`src/rtl/fetch_unit_pkg.sv`:
```
// Shared widths, opcode constants and FSM state type for the instruction-fetch front end.
package fetch_unit_pkg;

  localparam int PC_WIDTH   = 8;
  localparam int DATA_WIDTH = 16;
  localparam int OP_WIDTH   = 4;
  localparam int DEPTH      = 4;

  localparam logic [OP_WIDTH-1:0] STOP_OP  = 4'hF;
  localparam logic [PC_WIDTH-1:0] RESET_PC = 8'h00;

  typedef enum logic [1:0] {
    ST_RUN       = 2'd0,
    ST_STOP_WAIT = 2'd1,
    ST_HALT      = 2'd2
  } fetch_state_e;

endpackage

```
`src/rtl/fetch_unit_queue.sv`:
```
// Synchronous FIFO of {pc, instr} pairs feeding IF/ID. The head outputs keep
// showing the last delivered entry while the queue is empty.
module fetch_queue #(
  parameter int PC_WIDTH   = 8,
  parameter int DATA_WIDTH = 16,
  parameter int DEPTH      = 4
) (
  input  logic                          clk,
  input  logic                          rst,
  input  logic                          flush,
  input  logic                          push,
  input  logic [PC_WIDTH-1:0]           push_pc,
  input  logic [DATA_WIDTH-1:0]         push_instr,
  input  logic                          pop,
  output logic                          valid,
  output logic [PC_WIDTH-1:0]           head_pc,
  output logic [DATA_WIDTH-1:0]         head_instr,
  output logic [$clog2(DEPTH):0]        count
);
  import fetch_unit_pkg::*;

  localparam int PW = $clog2(DEPTH);
  localparam int CW = PW + 1;

  logic [PC_WIDTH-1:0]   pc_mem    [DEPTH];
  logic [DATA_WIDTH-1:0] instr_mem [DEPTH];
  logic [PW-1:0]         wr_ptr;
  logic [PW-1:0]         rd_ptr;
  logic [PC_WIDTH-1:0]   last_pc;
  logic [DATA_WIDTH-1:0] last_instr;

  assign valid      = (count != '0);
  assign head_pc    = valid ? pc_mem[rd_ptr]    : last_pc;
  assign head_instr = valid ? instr_mem[rd_ptr] : last_instr;

  // Pointer and occupancy bookkeeping; a flush empties the queue in one cycle.
  always_ff @(posedge clk) begin
    if (rst || flush) begin
      wr_ptr <= '0;
      rd_ptr <= '0;
      count  <= '0;
    end else begin
      if (push) wr_ptr <= wr_ptr + PW'(1);
      if (pop)  rd_ptr <= rd_ptr + PW'(1);
      count <= count + CW'(push) - CW'(pop);
    end
  end

  // Entry storage needs no reset because occupancy decides what is visible.
  always_ff @(posedge clk) begin
    if (push) begin
      pc_mem[wr_ptr]    <= push_pc;
      instr_mem[wr_ptr] <= push_instr;
    end
  end

  // Remember the current head so the outputs hold steady once the queue drains.
  always_ff @(posedge clk) begin
    if (rst) begin
      last_pc    <= '0;
      last_instr <= '0;
    end else if (valid) begin
      last_pc    <= pc_mem[rd_ptr];
      last_instr <= instr_mem[rd_ptr];
    end
  end

endmodule

```
`src/rtl/fetch_unit.sv`:
```
// Instruction-fetch front end: owns the PC, issues credit-limited in-order
// memory reads, buffers returned words and stops fetching after a STOP opcode.
module fetch_unit #(
  parameter int                                  PC_WIDTH   = fetch_unit_pkg::PC_WIDTH,
  parameter int                                  DATA_WIDTH = fetch_unit_pkg::DATA_WIDTH,
  parameter int                                  DEPTH      = fetch_unit_pkg::DEPTH,
  parameter logic [PC_WIDTH-1:0]                 RESET_PC   = fetch_unit_pkg::RESET_PC,
  parameter logic [fetch_unit_pkg::OP_WIDTH-1:0] STOP_OP    = fetch_unit_pkg::STOP_OP
) (
  input  logic                  clk,
  input  logic                  rst,
  input  logic                  redirect_i,
  input  logic [PC_WIDTH-1:0]   redirect_pc_i,
  input  logic                  id_ready_i,
  output logic                  imem_req_o,
  output logic [PC_WIDTH-1:0]   imem_addr_o,
  input  logic                  imem_rvalid_i,
  input  logic [DATA_WIDTH-1:0] imem_rdata_i,
  output logic                  instr_valid_o,
  output logic [DATA_WIDTH-1:0] instr_o,
  output logic [PC_WIDTH-1:0]   pc_o,
  output logic [PC_WIDTH-1:0]   pc_plus1_o,
  output logic                  halted_o
);
  import fetch_unit_pkg::*;

  localparam int CW = $clog2(DEPTH) + 1;

  fetch_state_e          state;
  logic                  halted_q;
  logic [PC_WIDTH-1:0]   pc;
  logic [PC_WIDTH-1:0]   rsp_pc;
  logic [CW-1:0]         outstanding;
  logic [CW-1:0]         drop_cnt;
  logic [CW-1:0]         q_count;
  logic [CW-1:0]         out_next;
  logic [CW-1:0]         cnt_after;
  logic [CW:0]           inflight;
  logic                  q_valid;
  logic                  issue;
  logic                  push;
  logic                  pop;
  logic                  is_stop;

  // Queue slots already taken plus slots promised to requests still in flight.
  assign inflight  = {1'b0, q_count} + {1'b0, outstanding};
  assign issue     = (state == ST_RUN) && !redirect_i && !rst && (inflight < (CW+1)'(DEPTH));
  assign push      = imem_rvalid_i && !redirect_i && (drop_cnt == '0) && (state == ST_RUN);
  assign pop       = q_valid && id_ready_i && !redirect_i;
  assign is_stop   = (imem_rdata_i[DATA_WIDTH-1 -: OP_WIDTH] == STOP_OP);
  assign out_next  = outstanding + CW'(issue) - CW'(imem_rvalid_i);
  assign cnt_after = q_count + CW'(push) - CW'(pop);

  assign imem_req_o    = issue;
  assign imem_addr_o   = pc;
  assign instr_valid_o = q_valid;
  assign pc_plus1_o    = pc_o + PC_WIDTH'(1);
  assign halted_o      = halted_q;

  fetch_queue #(
    .PC_WIDTH   (PC_WIDTH),
    .DATA_WIDTH (DATA_WIDTH),
    .DEPTH      (DEPTH)
  ) u_queue (
    .clk        (clk),
    .rst        (rst),
    .flush      (redirect_i),
    .push       (push),
    .push_pc    (rsp_pc),
    .push_instr (imem_rdata_i),
    .pop        (pop),
    .valid      (q_valid),
    .head_pc    (pc_o),
    .head_instr (instr_o),
    .count      (q_count)
  );

  // PC, in-flight/drop accounting and the RUN/STOP_WAIT/HALT control FSM.
  always_ff @(posedge clk) begin
    if (rst) begin
      pc          <= RESET_PC;
      rsp_pc      <= RESET_PC;
      outstanding <= '0;
      drop_cnt    <= '0;
      state       <= ST_RUN;
      halted_q    <= 1'b0;
    end else if (redirect_i) begin
      pc          <= redirect_pc_i;
      rsp_pc      <= redirect_pc_i;
      outstanding <= out_next;
      drop_cnt    <= out_next;
      state       <= ST_RUN;
      halted_q    <= 1'b0;
    end else begin
      if (issue) pc <= pc + PC_WIDTH'(1);
      if (push)  rsp_pc <= rsp_pc + PC_WIDTH'(1);
      outstanding <= out_next;
      if (imem_rvalid_i && (drop_cnt != '0)) drop_cnt <= drop_cnt - CW'(1);
      case (state)
        ST_RUN: begin
          if (push && is_stop) state <= ST_STOP_WAIT;
        end
        ST_STOP_WAIT: begin
          if ((cnt_after == '0) && (out_next == '0)) begin
            state    <= ST_HALT;
            halted_q <= 1'b1;
          end
        end
        ST_HALT: begin
          state <= ST_HALT;
        end
        default: begin
          state <= ST_RUN;
        end
      endcase
    end
  end

endmodule

```
`config.mk`:
```
export PLATFORM = sky130hd
export DESIGN_NAME = fetch_unit
export DESIGN_NICKNAME = d
export VERILOG_FILES = /design/src/rtl/fetch_unit_pkg.sv /design/src/rtl/fetch_unit_queue.sv /design/src/rtl/fetch_unit.sv
export SDC_FILE = /design/constraint.sdc
export NUM_CORES = 1
export LEC_CHECK = 0
export BUFFER_PORTS_ARGS = -buffer_cell sky130_fd_sc_hd__buf_4
export CORE_ASPECT_RATIO = 1.25
export CORE_MARGIN = 2
export CORE_UTILIZATION = 58
export CTS_CLUSTER_SIZE = 20
export DETAILED_ROUTE_END_ITERATION = 16
export PLACE_DENSITY_LB_ADDON = 0.2
export SLEW_MARGIN = 15
export SYNTH_ARGS = -nofsm -noshare
export SYNTH_HDL_FRONTEND = slang
export SYNTH_SLANG_ARGS = --single-unit
```
`constraint.sdc`:
```
create_clock -name clk -period 3.7 [get_ports clk]
set_input_delay 0.74 -clock clk [delete_from_list [all_inputs] [get_ports clk]]
set_output_delay 0.74 -clock clk [all_outputs]
set_load 0.005 [all_outputs]
```
Word level (Yosys, flattened, before mapping)
Memory sizes are Yosys's and may differ from the RTL's. A register that Yosys moved wholly into a read port is not among the register bits.
Index checks and enable logic that the tools add are counted.
{ "op_classes": {"n_reduce_logical": 26, "add_sub_neg": 11, "mux": 17, "eq_ne": 5, "magnitude_cmp": 1} }
{ "op_table": {"columns": ["cell", "n"], "rows": [
  ["$mux 8", 5],
  ["$add 8x1->8 const B", 3],
  ["$mux 16", 1],
  ["$mux 2", 6],
  ["$logic_and 1x1->1", 11],
  ["$logic_not 3->1", 3],
  ["$add 3x1->3", 2],
  ["$mux 3", 2],
  ["$pmux 2 s3", 1],
  ["$reduce_bool 2->1", 3],
  ["$reduce_bool 3->1", 2],
  ["$sub 3x1->3", 2],
  ["$add 2x1->2 const B", 2],
  ["$add 3x3->4", 1],
  ["$eq 4x4->1 const B", 1],
  ["$lt 4x3->1 const B", 1],
  ["$reduce_and 2->1", 2],
  ["$sub 3x1->3 const B", 1],
  ["$eq 2x1->1 const B", 1],
  ["$eq 2x2->1 const B", 1],
  ["$logic_not 1->1", 2],
  ["$logic_not 2->1", 1],
  ["$mux 1", 2],
  ["$ne 2x1->1 const B", 1],
  ["other kinds (3)", 3]
]} }
{ "word_totals": {"input_bits": 29, "ff_bits": 56, "n_memories": 2, "ramBits": 96, "wordCells": 73} }
{ "mem_list": {"columns": ["name", "words", "word_bits", "read_ports", "rd_ports_with_merged_regs", "write_ports", "line", "source"], "rows": [
  ["u_queue.instr_mem", 4, 16, 1, 1, 1, "fetch_unit_queue.sv:26", "logic [DATA_WIDTH-1:0] instr_mem [DEPTH];"],
  ["u_queue.pc_mem", 4, 8, 1, 1, 1, "fetch_unit_queue.sv:25", "logic [PC_WIDTH-1:0] pc_mem [DEPTH];"]
]} }

Depth between registers and ports, before layout
{ "depth": {"word_depth": 10, "ltp_mapped": 15} }

Hierarchy
A second synthesis with hierarchy kept.
{ "hier_totals": {"cells_unflattened": 442, "hier_area_um2": 6458.7} }
{ "modules_own_cells": {"columns": ["mod", "area_each_um2", "instances", "cells_per_inst"], "rows": [
  ["fetch_queue", 4835.9, 1, 249],
  ["fetch_unit", 1622.8, 1, 193]
]} }

Worst setup path after synthesis
OpenSTA, ideal clock, no wires.
{ "synth_path": {"path_type": "in2reg", "start": "input imem_rvalid_i", "end": "register state[1]", "n_path_buf": 2, "path_stages": 13, "t_arrival_ns": 2.982, "path_slack_ns": 0.592, "t_required_ns": 3.574, "setup_ns": 0.126, "cell_sequence": "nand2_1 or3_1 buf_2 inv_1 buf_4 ha_1 inv_1 fa_1 nor4b_1 a31oi_1 a21oi_1 mux2i_1 nor2_1"} }
{ "synth_via": {"elab_chain_cells": 9, "word_cells_on_any_way": 13} }
{ "synth_rtl": {"columns": ["item", "line", "source"], "rows": [
  ["start: declaration", "fetch_unit.sv:17", "input logic imem_rvalid_i,"],
  ["$logic_and 1x1->1 (*) (3 in a row)", "fetch_unit.sv:48", "assign push = imem_rvalid_i && !redirect_i && (drop_cnt == '0) && (state == ST_RUN);"],
  ["via push", "fetch_unit.sv:41", "logic push;"],
  ["$add 3x1->3", "fetch_unit.sv:52", "assign cnt_after = q_count + CW'(push) - CW'(pop);"],
  ["$sub 3x1->3", "fetch_unit.sv:52", null],
  ["$logic_not 3->1", "fetch_unit.sv:104", "if ((cnt_after == '0) && (out_next == '0)) begin"],
  ["$logic_and 1x1->1", "fetch_unit.sv:104", null],
  ["$ne 2x2->1 (no line)", null, null],
  ["$reduce_and 2->1 (no line) (*)", null, null],
  ["end signal: assignment", "fetch_unit.sv:101", "if (push && is_stop) state <= ST_STOP_WAIT;"],
  ["end signal: assignment", "fetch_unit.sv:105", "state <= ST_HALT;"],
  ["end signal: assignment", "fetch_unit.sv:110", "state <= ST_HALT;"],
  ["end: declaration", "fetch_unit.sv:29", "fetch_state_e state;"]
]} }
Mark *: on every way through the listed nets, which the timed path passes. The rest lies on a longest branch.
A chain may end at the register's enable or synchronous reset.

==> results.yml <==
flow_run:
  drv_cap: 0
global_route:
  grt_pass1_wl_um: 18800
  antenna_found_initial: 0
  pin_count_of_the_biggest_net_entering_global_routing: 48
  grt_usage: 0.204
  grt_overflow_total: 0
  grt_pass1_vias: 3884
clock_tree:
  numClockSinks: 154
  cts.root.buffer_cell: "clkbuf_16"
  cts.reportedPaths.clkPinSlew_ns: 0.06
  ctsLongestPathBuffers: 2
  postCtsSetupRepairBufs: 0
  clk-insertion-delay-late_ns: 0.42
  cts_resized: 0
  post_cts_hold_buffer_count: 0
  tritoncts_clock_tree: "built"
  cts-buffers-inserted: 17
  cts_max_level: 4
detailed_routing:
  vias_per_cell: 5.56
  detailroute.wirelength.met3_um: 494
  detail_route.wirelength_um: 11400
  detail_route.drc_violations: 0
  detailed_routing_wirelength_on_met1_um: 4480
  drt-pass1-iter-count: 4
  initialDrtViolationCount: 173
  post_drt_wl_per_cell_um: 16.8
  top_metal_layer_carrying_routed_signals: "met4"
  wl_met2_um: 6300
  vias: 3799
  drtAntennaViolNets: 0
logic_synthesis:
  avgSynthCellArea_um2: 14.5
  synth.top_cell.area_share: 0.443
  synth-edff-count: 96
  synthesis.instances: 448
  post_synth_main_area_contributors: "edfxtp_1 44%, dfxtp_1 18%, mux4_2 5.2%, mux4_1 3.6%, mux2_2 3.3%"
  synthDistinctLibCells: 62
  synth_async_sr_flop_share: 0
  synth_area_leader_cell: "edfxtp_1"
  synthesis.nets: 496
  synth_top_flop_cell: "edfxtp_1"
  synthesis.area_um2: 6510
  ys_ff_latch: 154
  yosys_warnings: 0
  register_area_share_after_synthesis: 0.621
timing:
  hold_viol_final: 0
  final.setup_skew_ns: 0.0130
  timing.fmax_mhz: 296
  worst_slack_ns: 0.316
  fin_tns_setup_ns: 0
  period_share: 0.914
  timing.final.max_slew_violations: 0
  post-route-min-period_ns: 3.38
  grt_setup_unrepaired: "false"
  finalSetupViolCount: 0
  worst_slew_pin_slew_ns: 0.543
  max-slew-margin-rel: 0.638
  hold_ws_ns: 0.494
final_layout:
  fillers: 752
  final_cell_area_um2: 7840
  flow.area_growth_from_synthesis_pct: 20.3
  fraction_of_layout_cells_with_a_size_suffix_above_1: 0.294
  post_layout_nonfiller_instances: 683
  postLayoutCoreUtil: 0.711
  nets: 583
  final-seq-area_um2: 4040
  multi_input_logic_area_um2: 2270
  insertedDiodeCount: 0
worst_setup_path:
  startpoint_type: "register"
  ff2ff_setup_slack_ns: 0.76
  required_ns: 2.96
  reg2reg_depth: 13
  destination_of_the_critical_timing_path: "pc_plus1_o[6]"
  critPathMaxFanout: 9
  r2r_start: "drop_cnt[0]$_SDFFE_PP0P_"
  critPathArrivalTime_ns: 2.64
  r2r-end: "state[1]$_SDFFE_PP0P_"
  endpoint_kind: "primary output"
  timing.setup.critical_path_class: "register to primary output"
worst_hold_path:
  min_delay_startpoint: "halted_o$_SDFFE_PP0P_"
  hold_path_depth: 2
  hold_path_class: "register to register"
pwr:
  power_switching_mw: 0.919
  p_total_mw: 4.15
  vdd_ir_drop_max_mv: 0.274
  static_leakage_nw: 3.01
  power_frac_clock: 0.406
  sequentialPowerShare: 0.470
  p_int_mw: 3.23
  power.density_nw_per_um2: 530
  combPwrFrac: 0.123
  switching_share: 0.221
place:
  globalplace.congestion: 0.805
  dp.cells: 651
  dp_slack_ns: 0.396
  hpwl_dp_um: 7610
  number_of_buffers_added_on_ports: 71
  placed_cell_area_um2: 7250
die:
  die_height_um: 122
  fp.dieW_um: 98.8
  floorplan.die_area_um2: 12100
  row_count: 43
  design.core.area_um2: 11000
  initial_utilization: 0.591
  io_count: 72
outcome:
  result_of_the_run: "complete, no violations"
sequential cells by signal, summed over array words and instances, names as in the netlist, named ones only:
register and flops:
u_queue.count 3, u_queue.last_instr 16, u_queue.wr_ptr 2, outstanding 3, u_queue.rd_ptr 2, rsp_pc 8
drop_cnt 3, halted_o 1, state 2, imem_addr_o 8, u_queue.pc_mem 32, u_queue.last_pc 8
u_queue.instr_mem 64
power groups by stage:
| stage | logic (mW) | clock network [mW] | registers (mW) |
|---|---|---|---|
| after floorplan | 0.328 | 0 | 1.97 |
| after global placement | 0.505 | 0 | 1.98 |
| after detailed placement | 0.517 | 0 | 1.99 |
| after CTS | 0.520 | 1.72 | 1.95 |
| after global routing | 0.565 | 1.78 | 1.96 |
| final | 0.513 | 1.69 | 1.95 |
layout by cell type, fill, tap and decap left out, drive strengths merged, types with 2 or more instances in the layout:
cell       n
clkinvlp   2
o21ai      6
nor2      35
mux2      19
and2       8
nor3b      2
or3        2
clkinv     5
fa         2
a31o       2
nor3       5
bufinv     2
xnor2     11
nand2     21
a211oi     3
nand4      2
a221oi     3
a31oi      4
ha        17
edfxtp    96
a21oi     15
inv       24
mux2i      9
xor2       2
mux4      24
o211ai     2
clkbuf    24
nor2b     22
nand3     10
dfxtp     58
and3       4
a41oi      2
buf       87
synth_stat cells, types with 3 or more instances:
cell type	instances
and3_1	4
edfxtp_1	96
o21ai_0	5
nand2_1	21
mux4_1	9
mux2i_4	3
a211oi_1	3
and2_1	7
a21oi_1	15
clkbuf_1	8
nor3_1	4
inv_1	23
nor2b_1	22
mux4_2	15
a221oi_1	3
xnor2_1	11
nand3_1	10
dfxtp_1	58
nor2_1	34
mux2_2	19
ha_1	17
mux2i_1	6
buf_2	5
a31oi_1	4
area by class of cell:
type / instances / area share
multi-input cells: 250 / 0.289
inverters: 25 / 0.0120
clock buffers: 24 / 0.0629
well taps: 135 / 0.0216
flip-flops and latches: 154 / 0.516
clock inverters: 8 / 0.0120
repair buffers: 87 / 0.0865
critical path: stages (launching register included):
cell	delay, ns
dfxtp_1	0.65
mux4_1	0.66
mux2i_1	0.25
inv_1	0.09
ha_1	0.24
nand3_1	0.09
xnor2_1	0.12
buf_4	0.13
logic make-up (layout without fill, tap and decap cells):
family / Yosys count / count (layout) / share of synthesized area
DFF: 154 / 154 / 0.621
muxes: 52 / 52 / 0.141
buffers and inverters: 44 / 144 / 0.0323
adders and majority gates: 19 / 19 / 0.0388
and+or+nand+nor: 117 / 117 / 0.0928
xor gates and xnor gates: 15 / 15 / 0.0246
AOI/OAI and AO/OA: 47 / 47 / 0.0501
metal layers:
metal  global-route usage  vias up
met2                0.368       94
li1                     -     1833
met3               0.0513       18
met4               0.0882        0
met1                0.229     1854
met5                    0        -
how the worst min path moves through the flow:
stage                                              endpoint
after floorplan               u_queue.last_pc[7]$_SDFF_PP0_
after global placement                state[1]$_SDFFE_PP0P_
after detailed placement              halted_o$_SDFFE_PP0P_
after CTS                             halted_o$_SDFFE_PP0P_
after global routing      u_queue.instr_mem[0][7]$_DFFE_PP_
final                                 halted_o$_SDFFE_PP0P_
No activity file was read; power rests on OpenSTA's default activity.
